**src/rtl/calc_pkg.sv**
```systemverilog
// Shared key codes, FSM/op encodings and display constants for the keypad calculator.
// Divide support is compiled in only when CALC_DIV_EN is defined.
package calc_pkg;

  localparam logic [7:0] KEY_CLEAR = 8'hC0;
  localparam logic [7:0] KEY_EQU   = 8'hE0;
  localparam logic [7:0] KEY_ADD   = 8'hF0;
  localparam logic [7:0] KEY_SUB   = 8'hF1;
  localparam logic [7:0] KEY_MUL   = 8'hF2;
  localparam logic [7:0] KEY_DIV   = 8'hF3;

  localparam logic [3:0] BLANK   = 4'hF;
  localparam logic [3:0] ERR_DIG = 4'hE;

  typedef enum logic [2:0] {
    IDLE   = 3'd0,
    OPA    = 3'd1,
    OP     = 3'd2,
    OPB    = 3'd3,
    CALC   = 3'd4,
    CONV   = 3'd5,
    RESULT = 3'd6
  } state_t;

  // Low two bits of the operator key codes map straight onto this enum.
  typedef enum logic [1:0] {
    OP_ADD = 2'd0,
    OP_SUB = 2'd1,
    OP_MUL = 2'd2,
    OP_DIV = 2'd3
  } op_t;

  function automatic logic key_is_op(input logic [7:0] k);
`ifdef CALC_DIV_EN
    return (k == KEY_ADD) || (k == KEY_SUB) || (k == KEY_MUL) || (k == KEY_DIV);
`else
    return (k == KEY_ADD) || (k == KEY_SUB) || (k == KEY_MUL);
`endif
  endfunction

  function automatic op_t key_to_op(input logic [7:0] k);
    return op_t'(k[1:0]);
  endfunction

endpackage

```
**src/rtl/bin2bcd_seq.sv**
```systemverilog
// Sequential double-dabble binary-to-BCD converter: one bit per cycle, W cycles per start.
// done is high during the final shift cycle, so bcd is valid from the following cycle.
module bin2bcd_seq #(
  parameter int W = 14,
  parameter int D = 4
) (
  input  logic           clk,
  input  logic           rst,
  input  logic           start,
  input  logic [W-1:0]   bin,
  output logic           busy,
  output logic           done,
  output logic [4*D-1:0] bcd
);

  localparam int CW = $clog2(W + 1);

  logic [W-1:0]   sh;
  logic [CW-1:0]  cnt;
  logic [4*D-1:0] adj;

  always_comb begin
    adj = bcd;
    for (int i = 0; i < D; i++)
      if (bcd[4*i +: 4] >= 4'd5) adj[4*i +: 4] = bcd[4*i +: 4] + 4'd3;
  end

  assign busy = (cnt != '0);
  assign done = (cnt == CW'(1));

  always_ff @(posedge clk or posedge rst) begin
    if (rst) begin
      sh  <= '0;
      bcd <= '0;
      cnt <= '0;
    end else if (start) begin
      sh  <= bin;
      bcd <= '0;
      cnt <= CW'(W);
    end else if (busy) begin
      {bcd, sh} <= {adj[4*D-2:0], sh, 1'b0};
      cnt       <= cnt - CW'(1);
    end
  end

endmodule

```
**src/rtl/calc_entry_fsm.sv**
```systemverilog
// Keypad calculator entry controller: operand/operator entry FSM, arithmetic and BCD display.
// Define CALC_DIV_EN to add the integer divide key (8'hF3) and divide-by-zero error display.
module calc_entry_fsm
  import calc_pkg::*;
#(
  parameter int DIGITS = 2,
  parameter int OPW    = $clog2(10**DIGITS),
  parameter int RW     = 2*OPW,
  parameter int RD     = 2*DIGITS
) (
  input  logic            clk,
  input  logic            rst,
  input  logic [7:0]      key_code,
  input  logic            key_valid,
  output logic [4*RD-1:0] disp_bcd,
  output logic [2:0]      disp_stage,
  output logic            neg,
  output logic            err,
  output logic            busy
);

  localparam int              ENW    = 4*DIGITS;
  localparam logic [RW-1:0]   LIMIT  = RW'(10**DIGITS);
  localparam logic [OPW-1:0]  TEN    = OPW'(10);
  localparam logic [2:0]      MAXCNT = 3'(DIGITS);

  state_t          state;
  op_t             op;
  logic [OPW-1:0]  a, b;
  logic [2:0]      cnt;
  logic [ENW-1:0]  ent;
  logic [RW-1:0]   r;
  logic            dz;

  logic            is_dig, is_op, is_equ, is_clr;
  logic [OPW-1:0]  dig_w, acc_nxt;
  logic [ENW-1:0]  ent_nxt;
  logic [RW-1:0]   r_calc, a_w, b_w;
  logic            neg_calc, dz_calc;
  logic            cv_start, cv_busy, cv_done;
  logic [4*RD-1:0] cv_bcd;
  logic            seen;

  assign is_dig  = key_valid && (key_code <= 8'h09);
  assign is_op   = key_valid && key_is_op(key_code);
  assign is_equ  = key_valid && (key_code == KEY_EQU);
  assign is_clr  = key_valid && (key_code == KEY_CLEAR);
  assign dig_w   = OPW'(key_code[3:0]);
  assign acc_nxt = ((state == OPB) ? b : a) * TEN + dig_w;
  assign ent_nxt = (ent << 4) | ENW'(key_code[3:0]);

  // Magnitude result; subtraction with A<B flips operands and flags neg.
  always_comb begin
    r_calc   = '0;
    neg_calc = 1'b0;
    dz_calc  = 1'b0;
    a_w      = RW'(a);
    b_w      = RW'(b);
    case (op)
      OP_ADD: r_calc = a_w + b_w;
      OP_SUB: begin
        if (a < b) begin
          r_calc   = b_w - a_w;
          neg_calc = 1'b1;
        end else begin
          r_calc = a_w - b_w;
        end
      end
      OP_MUL: r_calc = a_w * b_w;
      default: begin
`ifdef CALC_DIV_EN
        if (b == '0) dz_calc = 1'b1;
        else         r_calc  = RW'(a / b);
`endif
      end
    endcase
  end

  assign cv_start = (state == CALC) && !is_clr && !dz_calc;

  bin2bcd_seq #(.W(RW), .D(RD)) u_conv (
    .clk   (clk),
    .rst   (rst),
    .start (cv_start),
    .bin   (r_calc),
    .busy  (cv_busy),
    .done  (cv_done),
    .bcd   (cv_bcd)
  );

  always_ff @(posedge clk or posedge rst) begin
    if (rst) begin
      state <= IDLE;
      op    <= OP_ADD;
      a     <= '0;
      b     <= '0;
      cnt   <= '0;
      ent   <= '0;
      r     <= '0;
      dz    <= 1'b0;
      neg   <= 1'b0;
      err   <= 1'b0;
      busy  <= 1'b0;
    end else if (state == CONV) begin
      // Keys are dropped here; leave only when the converter finishes.
      if (cv_done || !cv_busy) begin
        state <= RESULT;
        busy  <= 1'b0;
      end
    end else if (is_clr) begin
      state <= IDLE;
      op    <= OP_ADD;
      a     <= '0;
      b     <= '0;
      cnt   <= '0;
      ent   <= '0;
      r     <= '0;
      dz    <= 1'b0;
      neg   <= 1'b0;
      err   <= 1'b0;
    end else begin
      case (state)
        IDLE, RESULT: begin
          if (is_dig) begin
            state <= OPA;
            a     <= dig_w;
            b     <= '0;
            cnt   <= 3'd1;
            ent   <= ENW'(key_code[3:0]);
            neg   <= 1'b0;
            err   <= 1'b0;
            dz    <= 1'b0;
          end else if (state == RESULT && is_op) begin
            // Chain the result as the next A only if it is a valid operand.
            if (!neg && !dz && (r < LIMIT)) begin
              a     <= r[OPW-1:0];
              op    <= key_to_op(key_code);
              state <= OP;
            end else begin
              err <= 1'b1;
            end
          end
        end
        OPA: begin
          if (is_dig) begin
            if (cnt < MAXCNT) begin
              a   <= acc_nxt;
              cnt <= cnt + 3'd1;
              ent <= ent_nxt;
            end
          end else if (is_op) begin
            op    <= key_to_op(key_code);
            state <= OP;
          end
        end
        OP: begin
          if (is_dig) begin
            b     <= dig_w;
            cnt   <= 3'd1;
            ent   <= ENW'(key_code[3:0]);
            state <= OPB;
          end else if (is_op) begin
            op <= key_to_op(key_code);
          end
        end
        OPB: begin
          if (is_dig) begin
            if (cnt < MAXCNT) begin
              b   <= acc_nxt;
              cnt <= cnt + 3'd1;
              ent <= ent_nxt;
            end
          end else if (is_equ) begin
            state <= CALC;
          end
        end
        CALC: begin
          r   <= r_calc;
          neg <= neg_calc;
          err <= dz_calc;
          dz  <= dz_calc;
          if (dz_calc) begin
            state <= RESULT;
          end else begin
            state <= CONV;
            busy  <= 1'b1;
          end
        end
        default: state <= IDLE;
      endcase
    end
  end

  always_comb begin
    disp_bcd = {RD{BLANK}};
    seen     = 1'b0;
    case (state)
      OPA, OPB, CALC, CONV: begin
        for (int i = 0; i < DIGITS; i++)
          if (3'(i) < cnt) disp_bcd[4*i +: 4] = ent[4*i +: 4];
      end
      RESULT: begin
        if (dz) begin
          disp_bcd = {RD{ERR_DIG}};
        end else begin
          // Blank leading zeros; digit 0 is always shown.
          for (int i = RD - 1; i >= 0; i--) begin
            if ((cv_bcd[4*i +: 4] != 4'd0) || (i == 0)) seen = 1'b1;
            if (seen) disp_bcd[4*i +: 4] = cv_bcd[4*i +: 4];
          end
        end
      end
      default: ;
    endcase
  end

  always_comb begin
    disp_stage = 3'd0;
    case (state)
      OPA:                  disp_stage = 3'd1;
      OP:                   disp_stage = 3'd2;
      OPB, CALC, CONV:      disp_stage = 3'd3;
      RESULT:               disp_stage = 3'd4;
      default:              disp_stage = 3'd0;
    endcase
  end

endmodule
```
**config.mk**
```make
export PLATFORM = sky130hd
export DESIGN_NAME = calc_entry_fsm
export DESIGN_NICKNAME = d
export VERILOG_FILES = /design/src/rtl/calc_pkg.sv /design/src/rtl/bin2bcd_seq.sv /design/src/rtl/calc_entry_fsm.sv
export SDC_FILE = /design/constraint.sdc
export NUM_CORES = 1
export LEC_CHECK = 0
export ABC_AREA = 0
export CAP_MARGIN = 20
export CORE_ASPECT_RATIO = 1.1
export CORE_MARGIN = 1
export CORE_UTILIZATION = 60
export CTS_CLUSTER_DIAMETER = 80
export DETAILED_ROUTE_END_ITERATION = 12
export PLACE_DENSITY = 0.79
export REMOVE_ABC_BUFFERS = 1
export SLEW_MARGIN = 10
export SYNTH_ARGS = -nofsm -noshare
export SYNTH_HDL_FRONTEND = slang
export SYNTH_SLANG_ARGS = --single-unit
```
**constraint.sdc**
```tcl
create_clock -name clk -period 5.2 [get_ports clk]
set_input_delay 1.3 -clock clk [delete_from_list [all_inputs] [get_ports clk]]
set_output_delay 1.3 -clock clk [all_outputs]
set_load 0.01 [all_outputs]
```
==> results of run 1 <==
## layout make-up
| type | count | share of cell area, % |
|---|---|---|
| multi-input combinational | 697 | 60.5 |
| sequential | 81 | 25.3 |
| timing repair buffer | 39 | 4.65 |
| inverter | 72 | 3.37 |
| clock buffer | 10 | 2.98 |
| tap | 150 | 2.34 |
| clock inverter | 6 | 0.921 |
## report_power, final
group / leakage (uW) / internal, uW / total, uW / switching (uW)
sequential: 0.00104 / 866 / 1180 / 313
clock: 0.000148 / 392 / 679 / 287
combinational: 0.00259 / 1260 / 3000 / 1740
total: 0.00378 / 2520 / 4860 / 2340
## layout by cell type (no fill, tap or decap), types with 4 or more instances in the layout
master,netlist,routed
buf_4,1,7
nor3_1,14,13
clkinv_1,4,4
o22a_1,7,7
a21o_1,18,18
nor3b_1,4,4
dfrtp_1,81,81
nand2b_1,16,16
nor2b_1,12,12
a21oi_1,67,67
ha_1,73,73
o21ai_0,73,73
xor2_1,8,8
nand3_1,20,20
clkdlybuf4s50_1,0,32
nand2_1,126,126
a211oi_1,9,9
o211ai_1,7,7
o22ai_1,9,9
xnor2_1,21,21
nor2_1,94,94
or3_1,5,5
inv_1,68,67
clkbuf_16,0,9
a31oi_1,4,4
mux2i_1,11,11
mux2_2,8,8
fa_1,29,29
## flip-flops by register name, summed over array words and instances (netlist names)
signal / flops
op: 2
busy: 1
u_conv.cnt: 4
u_conv.sh: 14
ent: 8
r: 14
err: 1
b: 7
u_conv.bcd: 16
neg: 1
state: 3
cnt: 3
a: 7
## how the worst min path moves through the flow
stage,from,endpoint,slack [ps],depth (start not counted)
2_1_floorplan,r[1],r[1],450,2
3_3_place_gp,r[7],r[7],470,1
3_5_place_dp,r[7],r[7],470,1
4_1_cts,r[10],r[10],490,1
5_1_grt,r[10],r[10],500,1
6_report,r[12],r[12],490,1
## per-layer routing
| metal | vias to the layer above | GRT usage, % | wire length, um |
|---|---|---|---|
| li1 | 3064 | - | - |
| met1 | 3212 | 40.2 | 7990 |
| met2 | 227 | 59.5 | 10300 |
| met3 | 50 | 4.00 | 986 |
| met4 | 0 | 14.3 | 721 |
| met5 | - | 0 | 0 |
## cells by family after synthesis
logic type | share of synthesized area, %
flip-flops | 27.9
multiplexers | 2.91
AO/OA/AOI/OAI | 20.1
XOR/XNOR | 3.81
AND/OR/NAND/NOR | 19.1
adder cells (fa/ha/maj) | 20.7
buffers and inverters | 5.48
## worst max-delay path, cell delays in order, from the launching register on
cell and delay, ps:
dfrtp_1 460, clkinv_1 360, nor2_1 230, fa_1 440
ha_1 280, inv_1 50, fa_1 500, fa_1 550
inv_1 40, ha_1 330, o21ai_0 170, o21ai_0 390
a21oi_1 110, o21ai_0 210, xnor2_1 150, nor2_1 70
o32a_1 280
## through the flow
stage | util, % | total power, uW
floorplan | - | 3240
CTS | 68.9 | 4830
global route | 68.9 | 5280
global placement | 66.1 | 4040
finish | 68.9 | 4860
detailed placement | 66.2 | 4130
==> results by group, run 1 <==
Setup path
  – CP endpoint: u_conv.sh[13]
  – CP arrival: 4970 ps
  – Worst Setup Start Kind: flop
  – Setup crit start: b[1]
  – Critical path class: flop to flop
  – R2r setup slk: 460 ps
  – Worst R2R Start: b[1]
  – Worst reg2reg path depth: 16
  – Worst r2r dst: u_conv.sh[13]
  – CP max FO: 10
  – CP Capture Type: flop
  – Req. time, crit path: 5430 ps

Logic synthesis
  – Dominant cell type by area after synthesis: dfrtp_1
  – Top-count cell post-synth: nand2_1
  – Post-synth cell types: 64
  – Syn. warnings: 0
  – Netlist Area Pre-Place: 7270 um2
  – Cells after Synth: 880
  – Sequential area share after synthesis: 27.9%
  – Post-synth EDFFs: 0
  – Ranking of synthesized cells by area: dfrtp_1, ha_1, fa_1
  – Flip-flop and latch count after synthesis: 81
  – Synth Area per Inst: 8.26 um2
  – Post-synth top area share: 27.9%
  – Ys async rst share: 100%
  – Post-synth top flop: dfrtp_1
  – Synth top cells by count: nand2_1, nor2_1, dfrtp_1

Global routing
  – Grt ovf: 0
  – First-pass GRT wire length: 33000 um
  – Vias in the first global route: 6662
  – All-Layer GR Usage: 33.4%
  – Initial antenna violation count: 0
  – Largest net degree at the start of global routing: 34

Finish
  – Nets: 1013
  – Seq. cell area: 2030 um2
  – Multi-input gate area: 4850 um2
  – Filler cells: 949
  – Diode count: 0
  – Finished Cell Area: 8020 um2
  – Layout cells sized above 1: 4.64%
  – Area grow syn2layout: 10.3%
  – Layout Cells excl Fill: 1055

Flow run
  – Max Cap Viol: 0

Floorplan
  – Core ar.: 11600 um2
  – Initial Utilization: 62.4%
  – Die Y-Extent: 117 um
  – Die width: 107 um
  – Die area: 12600 um2
  – I/O pins: 33
  – Cell row count: 41

Clock network
  – CTS sink count: 81
  – H-tree Lvls: 3
  – Post-CTS setup buffer count: 0
  – Clock insertion delay at the later pin of the skew report: 340 ps
  – CTS clock-pin slew for the worst setup and hold paths: 70 ps
  – CTS tree: yes
  – Clock buffer depth: 2
  – Root buf cell: clkbuf_16
  – Resized Gates After CTS: 0
  – Num CTS Buffers: 9
  – Hold_buf cts: 0

Status
  – Status: finished clean

Pwr
  – Leakage power: 0.00378 uW
  – Power per cell area: 606 nW/um2
  – IR drop worst, VDD: 0.312 mV

Worst hold path
  – Worst hold path type: flop to flop

Detailed routing
  – DRT iter0 DRCs: 488
  – Pre-Repair DR Iteration Count: 4
  – Vias: 6553
  – Avg WL per Cell: 19.0 um
  – Antenna violation net count after detailed routing: 0
  – # DRC: 0
  – Vias/cell: 6.21
  – Final wirelength: 20000 um

Place
  – Number of buffers added on ports: 32
  – GP Congestion: 0.970
  – Post-DP Area: 7700 um2
  – DP Cell Count: 1039
  – DP Worst Slack: 535 ps
  – Post-detail-place hpwl: 15500 um

Timing
  – Clock skew: 9.44 ps
  – Final Setup Violations: 0
  – Final worst slack: 456 ps
  – RSZ-0062 raised after global routing: no
  – Period minus WS final: 4740 ps
  – Final-report hold violation count: 0
  – Setup TNS: 0 ps
  – Max Clock Freq: 0.211 GHz
  – Tcrit/Tclk final: 91.2%
  – Slew @ Worst Pin: 868 ps
  – Number of max-slew violations in the final report: 0
  – Hold Slack: 485 ps
  – Rel. slew slack: 41.7%
(Power assumes the default switching activity.)
==> run 2, diff against run 1 <==
--- a/config.mk
+++ b/config.mk
@@ -6,6 +6,7 @@
 export NUM_CORES = 1
 export LEC_CHECK = 0
 export ABC_AREA = 0
+export ABC_CLOCK_PERIOD_IN_PS = 5200
 export CAP_MARGIN = 20
 export CORE_ASPECT_RATIO = 1.1
 export CORE_MARGIN = 1
==> results of run 2 <==
No change in the layout: final DEF, timing and power equal those of run 1.
